### src/rtl/playfield_writer_pkg.sv
// Shared definitions for the playfield tile-RAM write engine: register
// indices, FSM state encoding, status bit positions and default widths.
package playfield_writer_pkg;

    localparam int PF_ADDR_W_DEFAULT = 10;
    localparam int TILE_W_DEFAULT    = 8;

    // CPU register indices within I/O region 2
    localparam logic [1:0] REG_CURSOR   = 2'd0;
    localparam logic [1:0] REG_DATA     = 2'd1;
    localparam logic [1:0] REG_FILL_LEN = 2'd2;
    localparam logic [1:0] REG_FILL_GO  = 2'd3;

    // Bit positions inside the status register
    localparam int STAT_BUSY     = 0;
    localparam int STAT_EMPTY    = 1;
    localparam int STAT_FULL     = 2;
    localparam int STAT_OVERFLOW = 3;

    typedef enum logic {
        IDLE = 1'b0,
        FILL = 1'b1
    } pw_state_e;

    // Assemble the status nibble so the bit positions live in one place
    function automatic logic [3:0] pack_status(input logic ovf,
                                               input logic full,
                                               input logic empty,
                                               input logic bsy);
        logic [3:0] s;
        s                = 4'b0000;
        s[STAT_OVERFLOW] = ovf;
        s[STAT_FULL]     = full;
        s[STAT_EMPTY]    = empty;
        s[STAT_BUSY]     = bsy;
        return s;
    endfunction

endpackage

### src/rtl/playfield_writer_fifo.sv
// pw_fifo: single-clock synchronous FIFO holding queued tile writes.
// A push while full is refused even when a pop happens in the same cycle.
module pw_fifo #(
    parameter int  DEPTH = 8,
    parameter int  WIDTH = 18,
    localparam int CNT_W = $clog2(DEPTH) + 1
) (
    input  logic             clock,
    input  logic             reset,
    input  logic             i_push,
    input  logic [WIDTH-1:0] i_push_data,
    input  logic             i_pop,
    output logic [WIDTH-1:0] o_head_data,
    output logic             o_full,
    output logic             o_empty,
    output logic [CNT_W-1:0] o_count
);

    localparam int               PTR_W   = $clog2(DEPTH);
    localparam logic [PTR_W-1:0] PTR_ONE = PTR_W'(1);
    localparam logic [CNT_W-1:0] CNT_ONE = CNT_W'(1);
    localparam logic [CNT_W-1:0] CNT_MAX = CNT_W'(DEPTH);

    logic [WIDTH-1:0] r_mem [DEPTH];
    logic [PTR_W-1:0] r_wr_ptr;
    logic [PTR_W-1:0] r_rd_ptr;
    logic [CNT_W-1:0] r_count;
    logic             w_do_push;
    logic             w_do_pop;

    assign o_full      = (r_count == CNT_MAX);
    assign o_empty     = (r_count == '0);
    assign o_count     = r_count;
    assign o_head_data = r_mem[r_rd_ptr];
    assign w_do_push   = i_push & ~o_full;
    assign w_do_pop    = i_pop & ~o_empty;

    // Storage array write; contents need no reset because count gates reads
    always_ff @(posedge clock) begin
        if (w_do_push) begin
            r_mem[r_wr_ptr] <= i_push_data;
        end
    end

    // Pointer and occupancy bookkeeping
    always_ff @(posedge clock) begin
        if (!reset) begin
            r_wr_ptr <= '0;
            r_rd_ptr <= '0;
            r_count  <= '0;
        end else begin
            if (w_do_push) begin
                r_wr_ptr <= r_wr_ptr + PTR_ONE;
            end
            if (w_do_pop) begin
                r_rd_ptr <= r_rd_ptr + PTR_ONE;
            end
            case ({w_do_push, w_do_pop})
                2'b10:   r_count <= r_count + CNT_ONE;
                2'b01:   r_count <= r_count - CNT_ONE;
                default: r_count <= r_count;
            endcase
        end
    end

endmodule

### src/rtl/playfield_writer.sv
// playfield_writer: CPU-side write engine for the 32x32 playfield tile RAM.
// Queues single-tile writes, runs hardware block fills and drives the RAM
// write port with registered signals, one tile per clock.
// Optional build macro PLAYFIELD_WRITER_VBLANK_GATE_EN: when defined, commits
// to the RAM only happen while vblank is high; otherwise vblank is ignored.
module playfield_writer
    import playfield_writer_pkg::*;
#(
    parameter int FIFO_DEPTH = 8,
    parameter int PF_ADDR_W  = PF_ADDR_W_DEFAULT,
    parameter int TILE_W     = TILE_W_DEFAULT
) (
    input  logic                 clock,
    input  logic                 reset,
    input  logic                 cpu_write,
    input  logic                 cpu_sel,
    input  logic [1:0]           cpu_addr,
    input  logic [15:0]          cpu_wr_data,
    output logic [15:0]          cpu_rd_data,
    input  logic                 vblank,
    output logic                 pf_write,
    output logic [PF_ADDR_W-1:0] pf_write_addr,
    output logic [TILE_W-1:0]    pf_wr_data,
    output logic                 busy
);

    localparam int ENTRY_W = PF_ADDR_W + TILE_W;
    localparam int CNT_W   = $clog2(FIFO_DEPTH) + 1;
    localparam int LEN_W   = PF_ADDR_W + 1;

    localparam logic [PF_ADDR_W-1:0] ADDR_ONE = PF_ADDR_W'(1);
    localparam logic [LEN_W-1:0]     LEN_ONE  = LEN_W'(1);
    localparam logic [LEN_W-1:0]     LEN_MAX  = {1'b1, {PF_ADDR_W{1'b0}}};

    // CPU-visible registers
    logic [PF_ADDR_W-1:0] r_cursor;
    logic [LEN_W-1:0]     r_fill_len;
    logic                 r_overflow;

    // Fill engine
    pw_state_e            r_state;
    pw_state_e            w_state_next;
    logic [PF_ADDR_W-1:0] r_fill_addr;
    logic [TILE_W-1:0]    r_fill_tile;
    logic [LEN_W-1:0]     r_remaining;
    logic                 w_fill_step;

    // RAM write port
    logic                 r_pf_write;
    logic [PF_ADDR_W-1:0] r_pf_addr;
    logic [TILE_W-1:0]    r_pf_data;
    logic                 w_pf_write_next;
    logic [PF_ADDR_W-1:0] w_pf_addr_next;
    logic [TILE_W-1:0]    w_pf_data_next;

    // Decode and FIFO plumbing
    logic                 w_commit_en;
    logic                 w_sel_cursor;
    logic                 w_sel_data;
    logic                 w_sel_len;
    logic                 w_sel_go;
    logic                 w_push;
    logic                 w_go_ok;
    logic                 w_fifo_pop;
    logic                 w_fifo_full;
    logic                 w_fifo_empty;
    logic [CNT_W-1:0]     w_fifo_count;
    logic [ENTRY_W-1:0]   w_fifo_head;
    logic [LEN_W-1:0]     w_len_clamped;
    logic                 w_unused;

`ifdef PLAYFIELD_WRITER_VBLANK_GATE_EN
    assign w_commit_en = vblank;
`else
    assign w_commit_en = 1'b1;
`endif

    // Upper data bits and (in the ungated build) vblank have no function
    assign w_unused = ^{vblank, cpu_wr_data};

    assign w_sel_cursor = cpu_write & (cpu_addr == REG_CURSOR);
    assign w_sel_data   = cpu_write & (cpu_addr == REG_DATA);
    assign w_sel_len    = cpu_write & (cpu_addr == REG_FILL_LEN);
    assign w_sel_go     = cpu_write & (cpu_addr == REG_FILL_GO);

    // A DATA write only lands when there was room at the start of the cycle
    assign w_push  = w_sel_data & ~w_fifo_full;
    assign w_go_ok = w_sel_go & (r_state == IDLE) & w_fifo_empty & (r_fill_len != '0);

    assign busy          = ~w_fifo_empty | (r_state == FILL);
    assign pf_write      = r_pf_write;
    assign pf_write_addr = r_pf_addr;
    assign pf_wr_data    = r_pf_data;

    pw_fifo #(
        .DEPTH (FIFO_DEPTH),
        .WIDTH (ENTRY_W)
    ) u_fifo (
        .clock       (clock),
        .reset       (reset),
        .i_push      (w_push),
        .i_push_data ({r_cursor, cpu_wr_data[TILE_W-1:0]}),
        .i_pop       (w_fifo_pop),
        .o_head_data (w_fifo_head),
        .o_full      (w_fifo_full),
        .o_empty     (w_fifo_empty),
        .o_count     (w_fifo_count)
    );

    // Clamp a requested fill length to one whole playfield
    always_comb begin
        w_len_clamped = cpu_wr_data[LEN_W-1:0];
        if (cpu_wr_data[LEN_W-1:0] > LEN_MAX) begin
            w_len_clamped = LEN_MAX;
        end else begin
            w_len_clamped = cpu_wr_data[LEN_W-1:0];
        end
    end

    // CPU registers: cursor, fill length and the sticky overflow flag
    always_ff @(posedge clock) begin
        if (!reset) begin
            r_cursor   <= '0;
            r_fill_len <= '0;
            r_overflow <= 1'b0;
        end else begin
            if (w_sel_cursor) begin
                r_cursor   <= cpu_wr_data[PF_ADDR_W-1:0];
                r_overflow <= 1'b0;
            end else if (w_push) begin
                r_cursor <= r_cursor + ADDR_ONE;
            end else if ((w_sel_data & w_fifo_full) | (w_sel_go & ~w_go_ok)) begin
                r_overflow <= 1'b1;
            end
            if (w_sel_len) begin
                r_fill_len <= w_len_clamped;
            end
        end
    end

    // FSM state register
    always_ff @(posedge clock) begin
        if (!reset) begin
            r_state <= IDLE;
        end else begin
            r_state <= w_state_next;
        end
    end

    // Next state, FIFO pop and the next RAM-port values for this cycle
    always_comb begin
        w_state_next    = r_state;
        w_fifo_pop      = 1'b0;
        w_fill_step     = 1'b0;
        w_pf_write_next = 1'b0;
        w_pf_addr_next  = r_pf_addr;
        w_pf_data_next  = r_pf_data;
        case (r_state)
            IDLE: begin
                if (w_commit_en && !w_fifo_empty) begin
                    w_fifo_pop      = 1'b1;
                    w_pf_write_next = 1'b1;
                    w_pf_addr_next  = w_fifo_head[ENTRY_W-1:TILE_W];
                    w_pf_data_next  = w_fifo_head[TILE_W-1:0];
                end else begin
                    w_pf_write_next = 1'b0;
                end
                if (w_go_ok) begin
                    w_state_next = FILL;
                end else begin
                    w_state_next = IDLE;
                end
            end
            FILL: begin
                if (w_commit_en) begin
                    w_fill_step     = 1'b1;
                    w_pf_write_next = 1'b1;
                    w_pf_addr_next  = r_fill_addr;
                    w_pf_data_next  = r_fill_tile;
                    if (r_remaining == LEN_ONE) begin
                        w_state_next = IDLE;
                    end else begin
                        w_state_next = FILL;
                    end
                end else begin
                    w_state_next = FILL;
                end
            end
            default: begin
                w_state_next = IDLE;
            end
        endcase
    end

    // Fill engine: latch on an accepted FILL_GO, advance on each fill write
    always_ff @(posedge clock) begin
        if (!reset) begin
            r_fill_addr <= '0;
            r_fill_tile <= '0;
            r_remaining <= '0;
        end else if (w_go_ok) begin
            r_fill_addr <= r_cursor;
            r_fill_tile <= cpu_wr_data[TILE_W-1:0];
            r_remaining <= r_fill_len;
        end else if (w_fill_step) begin
            r_fill_addr <= r_fill_addr + ADDR_ONE;
            r_remaining <= r_remaining - LEN_ONE;
        end
    end

    // Registered RAM write port
    always_ff @(posedge clock) begin
        if (!reset) begin
            r_pf_write <= 1'b0;
            r_pf_addr  <= '0;
            r_pf_data  <= '0;
        end else begin
            r_pf_write <= w_pf_write_next;
            r_pf_addr  <= w_pf_addr_next;
            r_pf_data  <= w_pf_data_next;
        end
    end

    // CPU read mux, zero-extended and forced to zero when not selected
    always_comb begin
        cpu_rd_data = 16'h0000;
        if (cpu_sel) begin
            case (cpu_addr)
                REG_CURSOR:   cpu_rd_data = 16'(r_cursor);
                REG_DATA:     cpu_rd_data = 16'(w_fifo_count);
                REG_FILL_LEN: cpu_rd_data = 16'(r_fill_len);
                REG_FILL_GO:  cpu_rd_data = 16'(pack_status(r_overflow, w_fifo_full,
                                                            w_fifo_empty, busy));
                default:      cpu_rd_data = 16'h0000;
            endcase
        end else begin
            cpu_rd_data = 16'h0000;
        end
    end

endmodule

### config.mk
export PLATFORM = sky130hd
export DESIGN_NAME = playfield_writer
export DESIGN_NICKNAME = d
export VERILOG_FILES = /design/src/rtl/playfield_writer_pkg.sv /design/src/rtl/playfield_writer_fifo.sv /design/src/rtl/playfield_writer.sv
export SDC_FILE = /design/constraint.sdc
export NUM_CORES = 1
export LEC_CHECK = 0
export CORE_MARGIN = 2
export CORE_UTILIZATION = 30
export DETAILED_ROUTE_END_ITERATION = 8
export PLACE_DENSITY = 0.48
export SYNTH_ARGS = -nofsm -noshare
export SYNTH_HDL_FRONTEND = slang
export SYNTH_HIERARCHICAL = 1
export SYNTH_SLANG_ARGS = --single-unit
### constraint.sdc
create_clock -name clock -period 3.8 [get_ports clock]
set_input_delay 0.38 -clock clock [delete_from_list [all_inputs] [get_ports clock]]
set_output_delay 0.38 -clock clock [all_outputs]
set_load 0.03 [all_outputs]
# After elaboration in Yosys (flattened, before gate mapping)
# Memory sizes are Yosys's and may differ from the RTL's. A register that Yosys moved wholly into a read port is not among the register bits.
# Cells that the tools add are included.
# Widths: inputs -> output; s select.
dict set report op_classes {
  add_sub_neg 7
  eq_ne 8
  muxes 25
  n_bitwise 20
  order_cmp 1
  reduce_logical 8
}
# operator count
set op_table {}
lappend op_table {{$pmux 16 s4} 1}
lappend op_table {{$mux 10} 5}
lappend op_table {{$mux 11} 3}
lappend op_table {{$add 10x1->10 const B} 2}
lappend op_table {{$pmux 10 s2} 1}
lappend op_table {{$mux 16} 1}
lappend op_table {{$pmux 8 s2} 1}
lappend op_table {{$and 1x1->1} 12}
lappend op_table {{$eq 11x1->1 const B} 1}
lappend op_table {{$gt 11x11->1 const B} 1}
lappend op_table {{$reduce_bool 11->1} 1}
lappend op_table {{$sub 11x1->11 const B} 1}
lappend op_table {{$mux 8} 1}
lappend op_table {{$pmux 4 s2} 1}
lappend op_table {{$mux 1} 7}
lappend op_table {{$add 3x1->3 const B} 2}
lappend op_table {{$eq 2x2->1 const B} 3}
lappend op_table {{$mux 3} 2}
lappend op_table {{$not 1->1} 6}
lappend op_table {{$reduce_bool 2->1} 3}
lappend op_table {{$add 4x1->4 const B} 1}
lappend op_table {{$eq 2x1->1 const B} 2}
lappend op_table {{$eq 4x4->1 const B} 1}
lappend op_table {{$logic_not 4->1} 1}
lappend op_table {{7 further kinds} 9}
dict set report totals {
  output_inout_bits 36
  mem_bits_rw 144
  input_bits 23
  regBits 81
  word_cells 83
  mem_count 1
}
# name depth word_bits rd rd_ports_with_merged_regs wr line_no
set memory_table {}
lappend memory_table {u_fifo.r_mem 8 18 1 1 1 playfield_writer_fifo.sv:24} ;# logic [WIDTH-1:0] r_mem [DEPTH];

# Depth between registers and ports, before layout
# Gate-level depths: netlist of run 1.
dict set report depth {
  depth_word 9
  mapped_depth 15
  mapped_depth_nobuf 12
}

# Cells and area by module
# The synthesis of run 1 kept the hierarchy.
# mod area_each_um2 seq_area_each_um2 cells_per_inst instances
set by_module_without_submodules {}
lappend by_module_without_submodules {pw_fifo 6093.3 4584.4 282 1}
lappend by_module_without_submodules {playfield_writer 3768.6 1421.4 458 1}

# Worst setup path before layout of run 1
# No wires, ideal clock.
dict set report synth_timing {
  path_kind {flip-flop to flip-flop}
  from {reg u_fifo.r_count[0], in the netlist u_fifo/o_count[0]}
  to {mem u_fifo.r_mem[0][0] (enable)}
  path_buffers 2
  synth_period_minus_slack_ns 3.511
  path_slack_ns 0.289
  required_ns 3.361
  arrival_time_ns 3.072
  path_stages_with_launch 9
  setup_time_ns 0.439
  path_cell_list {dfxtp_1 or4b_4 buf_6 inv_1 nand4bb_1 buf_2 inv_2 nand2_4 nor4_1}
}
dict set report synth_between {
  elab_chain_cells 6
}
# item line_no
set synth_rtl {}
lappend synth_rtl {{from (decl)} playfield_writer_fifo.sv:27} ;# logic [CNT_W-1:0] r_count;
lappend synth_rtl {{from (signal assigned)} playfield_writer_fifo.sv:59} ;# 2'b10: r_count <= r_count + CNT_ONE;
lappend synth_rtl {{from (signal assigned)} playfield_writer_fifo.sv:60} ;# 2'b01: r_count <= r_count - CNT_ONE;
lappend synth_rtl {{from (signal assigned)} playfield_writer_fifo.sv:61} ;# default: r_count <= r_count;
lappend synth_rtl {{$eq 4x4->1} playfield_writer_fifo.sv:31} ;# assign o_full = (r_count == CNT_MAX);
lappend synth_rtl {{net w_fifo_full} playfield_writer.sv:65} ;# logic w_fifo_full;
lappend synth_rtl {{$not 1->1} playfield_writer.sv:87} ;# assign w_push = w_sel_data & ~w_fifo_full;
lappend synth_rtl {{$and 1x1->1} playfield_writer.sv:87}
lappend synth_rtl {{net w_push} playfield_writer.sv:62} ;# logic w_push;
lappend synth_rtl {{$and 1x1->1} playfield_writer_fifo.sv:35} ;# assign w_do_push = i_push & ~o_full;
lappend synth_rtl {{$mux 1} playfield_writer_fifo.sv:40} ;# if (w_do_push) begin
lappend synth_rtl {{$mux 1 (not written as such)} playfield_writer_fifo.sv:41} ;# r_mem[r_wr_ptr] <= i_push_data;
lappend synth_rtl {{to (decl)} playfield_writer_fifo.sv:24}
# The timed path passes the listed nets, and every way through them passes these cells.

# Worst setup path in the final report of run 1
dict set report layout_timing {
  from {reg u_fifo.r_count[1], in the netlist u_fifo/o_count[1]}
  to {out cpu_rd_data[0]}
}
dict set report layout_between {
  elab_chain_cells 5
}
# item line_no
set layout_rtl {}
lappend layout_rtl {{$logic_not 4->1} playfield_writer_fifo.sv:32} ;# assign o_empty = (r_count == '0);
lappend layout_rtl {{net w_fifo_empty} playfield_writer.sv:66} ;# logic w_fifo_empty;
lappend layout_rtl {{$not 1->1} playfield_writer.sv:90} ;# assign busy = ~w_fifo_empty | (r_state == FILL);
lappend layout_rtl {{$or 1x1->1} playfield_writer.sv:90}
lappend layout_rtl {{$pmux 16 s4} playfield_writer.sv:228} ;# case (cpu_addr)
lappend layout_rtl {{$mux 16} playfield_writer.sv:227} ;# if (cpu_sel) begin
lappend layout_rtl {{to (decl)} playfield_writer.sv:19} ;# output logic [15:0] cpu_rd_data,
# The timed path passes the listed nets, and every way through them passes these cells. The select of a mux whose other input is x is not followed.

==> results of run 1 <==
report_power, final:
group	total, mW	leakage (nW)	switching [mW]	internal, mW
logic	0.436	1.54	0.257	0.179
clock network	2.54	0.434	0.982	1.56
registers	2.73	1.97	0.0579	2.67
cell families (layout without fill, tap and decap cells):
logic type	after synthesis	count (layout)	share of synthesized area [%]
DFF	228	228	60.90
adders and majority gates	9	9	1.142
buffers and inverters	64	135	2.981
muxes	87	87	14.17
AOI/OAI and AO/OA	134	134	8.703
xor gates and xnor gates	10	10	0.8881
and+or+nand+nor	207	207	11.18
other	1	5	0.03802
layer usage:
metal  wire length (µm)  global-route usage [%]  vias to the layer above
li1                   -                       -                     2948
met1              11800                   20.30                     3176
met2              12580                   26.28                      120
met3                875                   1.848                       26
met4                363                   3.333                        0
met5                  0                       0                        -
cells in the final DEF, fill, tap and decap left out, types with 5 or more instances in the layout:
| cell type | instances |
|---|---|
| or4_1 | 5 |
| nor3_1 | 7 |
| o221ai_1 | 5 |
| and3_1 | 6 |
| clkdlybuf4s50_1 | 47 |
| o211ai_1 | 7 |
| inv_1 | 8 |
| xnor2_1 | 6 |
| nor4_1 | 8 |
| nand2b_1 | 11 |
| edfxtp_1 | 144 |
| a31oi_1 | 12 |
| nor2_1 | 55 |
| or3_1 | 7 |
| a21oi_1 | 56 |
| buf_4 | 31 |
| dfxtp_1 | 82 |
| nand2_1 | 29 |
| o21ai_0 | 17 |
| mux4_2 | 40 |
| conb_1 | 5 |
| a32oi_1 | 7 |
| nand3_1 | 23 |
| and2_1 | 13 |
| mux2_2 | 20 |
| ha_1 | 9 |
| clkbuf_16 | 26 |
| clkinv_2 | 7 |
| mux2i_1 | 26 |
| nor3b_1 | 11 |
metrics by stage:
stage | hold slack, ns | worst slack [ns] | cell area, µm² | cells | total power [mW]
final | 0.4771 | 0.4420 | 11810 | 1257 | 5.704
after global routing | 0.5004 | 0.2626 | 11810 | 1257 | 5.910
after CTS | 0.4804 | 0.4241 | 11810 | 1257 | 5.768
after detailed placement | 0.4719 | 0.7725 | 10940 | 1211 | 3.219
after global placement | 0.4671 | 0.7887 | 10940 | 1211 | 3.218
after floorplan | 0.4480 | 0.2893 | 9877 | 744 | 3.042
cell type report:
class	instances	area (µm²)
fill	3123	20640
sequential	228	6008
multi-input combinational	452	3617
timing repair buffer	79	723.2
clock buffer	31	689.4
tap	442	553.0
clock inverter	15	180.2
inverter	10	37.54
flip-flops by register name, summed over array words and instances, names as in the netlist, named ones only:
name             cells
r_fill_addr         10
u_fifo/r_rd_ptr      3
r_cursor            10
u_fifo/r_mem       144
u_fifo/o_count       4
pf_wr_data           8
r_fill_len          11
r_state              1
r_remaining         11
u_fifo/r_wr_ptr      3
r_fill_tile          8
pf_write_addr       10
r_overflow           1
pf_write             1
worst reg2reg max path: stages (launching register included):
cell	delay, ns
dfxtp_1	0.41
or4b_4	0.63
inv_1	0.15
nand4bb_1	0.21
inv_2	0.15
nand2_4	0.16
ha_1	0.29
xor2_1	0.17
ha_1	0.16
a21oi_1	0.05
xor2_1	0.16
or3_1	0.31
a21boi_0	0.16
cells in the mapped netlist, types with 12 or more instances:
cell type and n:
nand2_1 29, dfxtp_1 84, and2_1 13, edfxtp_1 144
mux2_2 20, nand3_1 23, mux4_2 40, a21oi_1 56
a31oi_1 12, nor2_1 58, mux2i_1 26, clkbuf_1 27
o21ai_0 17
worst max path at each step:
stage	to	slack (ns)
final	cpu_rd_data[0]	0.44
after global routing	cpu_rd_data[0]	0.26
after CTS	cpu_rd_data[0]	0.42
after detailed placement	u_fifo/o_count[2]	0.77
after global placement	u_fifo/o_count[2]	0.79
after floorplan	u_fifo/r_mem[0][0]	0.29
==> flow_summary.yaml, run 1 <==
status:
  status: "completed"
global_routing:
  grt_overflow: 0
  antenna_found_initial: 1
  grt_max_degree: 46
  grt_pass1_wl_um: 39140
  grtUsageTotal_pct: 15.16
  grt_pass1_vias: 6360
synth:
  ys_types: 69
  synth.top_cell.area_share_pct: 43.85
  async_flop_share_pct: 0
  synth_top_area_cell: "edfxtp_1"
  ys_seq_area_share_pct: 60.90
  synth_ff_type: "edfxtp_1"
  ys_ff_latch: 228
  synthCells: 740
  ys_warn_count: 6
  synth_area_leaders: "edfxtp_1 44%, dfxtp_1 17%, mux4_2 9.1%, a21oi_1 2.8%, mux2i_1 2.6%"
  syn_avg_cell_area_um2: 13.33
  synth_area_um2: 9862
  synth-edff-count: 144
min_path:
  hold_end: "r_fill_tile[1]"
  hp-class: "register to register"
  hold_path_depth: 2
  hp-start: "r_fill_tile[1]"
floorplan:
  die_x_um: 185.3
  io_pins: 59
  die-height_um: 185.3
  core-area_um2: 32450
  dieArea_um2: 34340
  start_util_pct: 30.39
  rows: 66
timing:
  period_share_pct: 88.37
  fin_setup_tns_ns: 0
  finClkSkew_ns: 0.008023
  setup_viol: 0
  max_freq_mhz: 297.8
  tightest_slew_ns: 0.8261
  timing_hold_violations_final: 0
  fin_crit_ns: 3.358
  slew_viol_final: 0
  relSlewSlack_pct: 44.93
  rsz0062_at_grt: "no"
place:
  hpwl_um: 16420
  place_congestion: 0.7515
  port_buffers: 47
route:
  wire_per_inst_um: 20.38
  drt_first_pass_iters: 4
  via_per_inst: 4.988
  ant_nets: 0
  vias: 6270
  wirelength_um: 25620
  drcViolationCount: 0
  first_iter_violations: 408
cts:
  ctsHoldBuffers: 0
  cts_setup_buffers: 0
  cts_htree_levels: 1
  cts_made_buffers: 25
  cts_max_path_buffers: 3
  cts-resized-gates: 0
  clk_latency_ns: 0.52
  cts_tree: "done"
  cts_root_buf: "clkbuf_16"
  clock_sinks: 228
  clk_pin_slew_ns: 0.06
power:
  power.leakage_nw: 3.940
  power_density_nw_per_um2: 483.0
  peakVddDrop_mv: 0.2675
critical_path:
  cpMaxStageDelayCell: "clkdlybuf4s50_1"
  crit_start: "u_fifo/o_count[1]"
  reg2reg_depth: 12
  r2r_start: "u_fifo/o_count[1]"
  path_depth: 5
  crit_family: "simple AND/OR/NAND/NOR gates"
  crit_path_cell_trace: "nor4_2 > nand2b_1 > mux4_2 > and2_1 > clkdlybuf4s50_1"
  crit_fanout: 9
  crit_arrival_ns: 2.98
  critical_path_buf_inv_count: 1
  critPathMaxStageDelay_ns: 0.59
  rr_endpoint: "u_fifo/o_count[2]"
  crit_required_ns: 3.42
  r2r_setup_slack_ns: 0.73
  critPathKind: "register to primary output"
  end_kind: "primary output"
  crit_path_start_kind: "register"
finish:
  n_antenna_cell: 0
  nets: 828
  drive_above_1_share_pct: 18.65
  fin_util_pct: 36.39
  areaGrowthSynthToFinish_pct: 19.74
run:
  maxCapViolations: 0
Note: power is estimated with default switching activity, not from simulation.
==> run 2: changes to the inputs <==
Settings changed: MAX_ROUTING_LAYER from default to met4.
==> flow_summary.yaml, run 2 (synthesis gave the netlist of run 1 again) <==
timing:
  period_share_pct: 88.31
  setup_viol: 0
  relSlewSlack_pct: 45.89
  finClkSkew_ns: 0.006101
  fin_setup_tns_ns: 0
  slew_viol_final: 0
  timing_hold_violations_final: 0
  max_freq_mhz: 298.0
  worst_slack_ns: 0.4442
  rsz0062_at_grt: "no"
  tightest_slew_ns: 0.8116
  fin_crit_ns: 3.356
critical_path:
  r2r_setup_slack_ns: 0.73
  critical_path_buf_inv_count: 1
  crit_path_cell_trace: "nor4_2 > nand2b_1 > mux4_2 > and2_1 > clkdlybuf4s50_1"
  cpMaxStageDelayCell: "clkdlybuf4s50_1"
  reg2reg_depth: 12
  critPathMaxStageDelay_ns: 0.59
  critPathCapture: "cpu_rd_data[0]"
  critPathKind: "register to primary output"
  path_depth: 5
  rr_endpoint: "u_fifo/o_count[2]"
  crit_start: "u_fifo/o_count[1]"
  crit_required_ns: 3.42
  crit_arrival_ns: 2.98
  r2r_start: "u_fifo/o_count[1]"
  end_kind: "primary output"
  crit_fanout: 9
  crit_family: "simple AND/OR/NAND/NOR gates"
  crit_path_start_kind: "register"
floorplan:
  die-height_um: 185.3
  start_util_pct: 30.39
  core-area_um2: 32450
  die_x_um: 185.3
  dieArea_um2: 34340
  io_pins: 59
  rows: 66
route:
  drt_first_pass_iters: 5
  wire_per_inst_um: 20.43
  drcViolationCount: 0
  vias: 6295
  via_per_inst: 5.008
  ant_nets: 0
  wirelength_um: 25680
  first_iter_violations: 386
cts:
  cts_max_path_buffers: 3
  cts-resized-gates: 0
  cts_htree_levels: 1
  cts_tree: "done"
  cts_setup_buffers: 0
  clk_pin_slew_ns: 0.06
  cts_root_buf: "clkbuf_16"
  ctsHoldBuffers: 0
  cts_made_buffers: 25
  clock_sinks: 228
  clk_latency_ns: 0.52
place:
  place_congestion: 0.7612
  hpwl_um: 16420
  port_buffers: 47
  dp_slack_ns: 0.7725
  place_inst: 1211
global_routing:
  antenna_found_initial: 1
  grt_overflow: 0
  grt_pass1_vias: 6345
  grtUsageTotal_pct: 15.61
  grt_max_degree: 46
  grt_pass1_wl_um: 39120
power:
  power_density_nw_per_um2: 483.1
  total_power_mw: 5.705
  peakVddDrop_mv: 0.2678
  power.leakage_nw: 3.940
min_path:
  hp-class: "register to register"
finish:
  mostFrequentLayoutCells: "144 x edfxtp_1, 82 x dfxtp_1, 56 x a21oi_1, 55 x nor2_1, 47 x clkdlybuf4s50_1"
  final_common_cell: "edfxtp_1"
  largest_reg_flops: 144
  instances_no_fill: 1257
  n_antenna_cell: 0
  areaGrowthSynthToFinish_pct: 19.74
  drive_above_1_share_pct: 18.65
  regMostFlops: "u_fifo/r_mem"
  largestRegisters: "u_fifo/r_mem (144), r_fill_len (11), r_remaining (11)"
  fin_util_pct: 36.39
  nets: 828
status:
  status: "completed"
run:
  maxCapViolations: 0
[run 2: cell counts in the layout (fill, tap and decap cells not counted)]
No cell type changed its count.
[run 2: worst min-delay path by stage]
stage | from | end | cells past startpoint
6_report | r_fill_tile[1] | r_fill_tile[1] | 2
5_1_grt | r_fill_tile[1] | pf_wr_data[1] | 2
4_1_cts | r_fill_tile[5] | r_fill_tile[5] | 2
3_5_place_dp | r_fill_tile[5] | r_fill_tile[5] | 2
3_3_place_gp | r_fill_tile[2] | pf_wr_data[2] | 2
2_1_floorplan | r_fill_tile[0] | pf_wr_data[0] | 2
[run 2: per-stage QoR]
step | cell area [µm²] | hold WS [ns]
4_1_cts | 11810 | 0.4804
3_3_place_gp | 10940 | 0.4671
2_1_floorplan | 9877 | 0.4480
5_1_grt | 11810 | 0.5004
6_report | 11810 | 0.4771
3_5_place_dp | 10940 | 0.4719
[run 2: metal layers]
layer | part of all wire (%) | global-route usage (%)
met1 | 46 | 20.36
met2 | 49 | 26.25
met3 | 3.4 | 1.789
met4 | 1.4 | 3.333
met5 | 0 | -
[run 2: cell type report]
| type | count | area (µm²) |
|---|---|---|
| clock inverters | 15 | 180.2 |
| flip-flops and latches | 228 | 6008 |
| well taps | 442 | 553.0 |
| inverters | 10 | 37.54 |
| multi-input cells | 452 | 3617 |
| fillers | 3123 | 20640 |
| repair buffers | 79 | 723.2 |
| clock buffers | 31 | 689.4 |
[run 2: worst min-delay path: cells and delay by family (launching register included)]
kind	cells	cell delay, ns
DFF	1	0.31
AOI/OAI and AO/OA	2	0.12
[run 2: power breakdown]
| part | internal, mW | total [mW] | switching (mW) |
|---|---|---|---|
| sequential | 2.67 | 2.73 | 0.0582 |
| combinational | 0.179 | 0.437 | 0.258 |
| clock | 1.56 | 2.54 | 0.983 |
| total | 4.41 | 5.70 | 1.30 |
==> RTL edit: new RTL, flow settings as in run 2 <==
The option `PLAYFIELD_WRITER_VBLANK_GATE_EN` is turned on by a define.
--- a/src/rtl/playfield_writer.sv
+++ b/src/rtl/playfield_writer.sv
@@ -5,2 +5,4 @@
 // to the RAM only happen while vblank is high; otherwise vblank is ignored.
+`define PLAYFIELD_WRITER_VBLANK_GATE_EN
+
 module playfield_writer
Function: changed (Yosys sat finds a counterexample within 4 cycles, from zero or initial values and one cycle with reset low).
==> RTL edit against run 2 <==
- sequential share of layout area shrank 0.26 points
- register-to-register slack gained 0.13 ns
- clock skew grew 0.0020 ns
- non-clock buffer count grew 4
- via count grew 1.0%
- routed wire length grew 4.3%
- design area grew 0.52%
- total power shrank 3.0%
- count of clock-buffer cells in the layout grew 4
- combinational power shrank 14%
- sequential cell count is the same
- first-iteration DRC count grew 34%
- synthesized area grew 1.1%
- setup slack lost 0.13 ns
- largest power group unchanged
==> RTL edit: results (changes against run 2) <==
- Ranking of synthesized cells by area: edfxtp_1, dfxtp_1, mux4_2 (unchanged)
- Slew margin rel.: 39.7% (was 45.9%)
- Largest net degree at the start of global routing: 37 (was 46)
- Xor/xnor share of the synthesized area: 1.05% (was 0.888%)
- Leak: 3.81 nW (was 3.94 nW)
- M1 GR Usage: 22.7% (was 20.4%)
- Worst-skew pair later-pin latency: 0.54 ns (was 0.52 ns)
- Wirelength, routed: 26800 µm (was 25700 µm)
- First DRT Iteration DRCs: 516 (was 386)
- Sequential share of the synthesized area: 60.3% (was 60.9%)
- Vias in the first global route: 6338 (was 6345)
- Status: finished, final reports clean (unchanged)
- Initial antenna violation count: 0 (was 1)
- Min-delay worst type: reg2reg (unchanged)
- CTS buffer count: 26 (was 25)
- Multiplexer area fraction after synthesis: 13.9% (was 14.2%)
- First-pass GRT wire length: 40400 µm (was 39100 µm)
- Clk_skew: 0.00814 ns (was 0.00610 ns)
- Pre-Repair DR Iteration Count: 4 (was 5)
- Slowest cell on crit path: nor4_1 (was clkdlybuf4s50_1)
- Clock-net power: 2.45 mW (was 2.54 mW)
- Synth Area in Adders: 1.13% (was 1.14%)
- Final HPWL DP: 17200 µm (was 16400 µm)
- Global placement routability congestion: 0.738 (was 0.761)
- Final net count: 831 (was 828)
- M2 GR Usage: 25.3% (was 26.3%)
- Total track usage: 16.3% (was 15.6%)
- Clk pwr share: 44.3% (was 44.6%)
- Post-synth top cells: edfxtp_1, dfxtp_1, nor2_1 (unchanged)
- IO buf count: 48 (was 47)
- Worst R2R Setup Slack: 0.86 ns (was 0.73 ns)
- Crit path arrival time: 3.11 ns (was 2.98 ns)
- Vias: 6361 (was 6295)
- Hold Path End: r_fill_tile[5] (was r_fill_tile[1])
- Ys async rst share: 0% (unchanged)
- Maximum vdd drop: 272 µV (was 268 µV)
- Max incr delay on CP: 0.64 ns (was 0.59 ns)
- Gate power share: 6.8% (was 7.7%)
- Layout cells sized above 1: 18.7% (about the same)
- Synth Area in Compound Gates: 9.23% (was 8.70%)
-- RTL edit: cell count changes after synthesis, moves of 7 or more --
cell             run 2  this run
a21oi_1             56        35
a211oi_1             3        22
nor2_1              58        48
nand3_1             23        30
-- RTL edit: metal layers --
metal | routed length, µm | up-vias | part of all wire (%)
li1 | - | 3001 | -
met1 | 12800 | 3197 | 48
met2 | 12300 | 132 | 46
met3 | 1150 | 31 | 4.3
met4 | 486 | 0 | 1.8
met5 | 0 | - | 0
-- RTL edit: per-stage QoR --
step | area [µm²] | setup WS [ns] | hold WS (ns) | utilization [%] | instances
2_1_floorplan | 9980 | 0.353 | 0.454 | - | 743
3_3_place_gp | 11000 | 0.825 | 0.465 | 33.8 | 1213
3_5_place_dp | 11000 | 0.839 | 0.467 | 33.8 | 1213
4_1_cts | 11900 | 0.313 | 0.475 | 36.4 | 1261
5_1_grt | 11900 | 0.242 | 0.495 | 36.4 | 1261
6_report | 11900 | 0.310 | 0.476 | 36.4 | 1262
-- RTL edit: worst max path at each step --
stage	from	slack, ns	endpoint	cells past startpoint
floorplan	u_fifo/o_count[0]	0.35	u_fifo/r_mem[0][0]	8
global placement	vblank	0.83	u_fifo/o_count[2]	10
detailed placement	vblank	0.84	u_fifo/o_count[2]	10
CTS	u_fifo/o_count[1]	0.31	cpu_rd_data[0]	5
global route	u_fifo/o_count[1]	0.24	cpu_rd_data[0]	5
finish	u_fifo/o_count[1]	0.31	cpu_rd_data[0]	5
-- RTL edit: area by class of cell --
type,count,area [µm²]
clock buffers,35,714
diodes,1,2.50
flip-flops and latches,228,6010
multi-input cells,449,3660
inverters,11,46.3
repair buffers,83,756
clock inverters,13,125
well taps,442,553
fillers,3159,20700
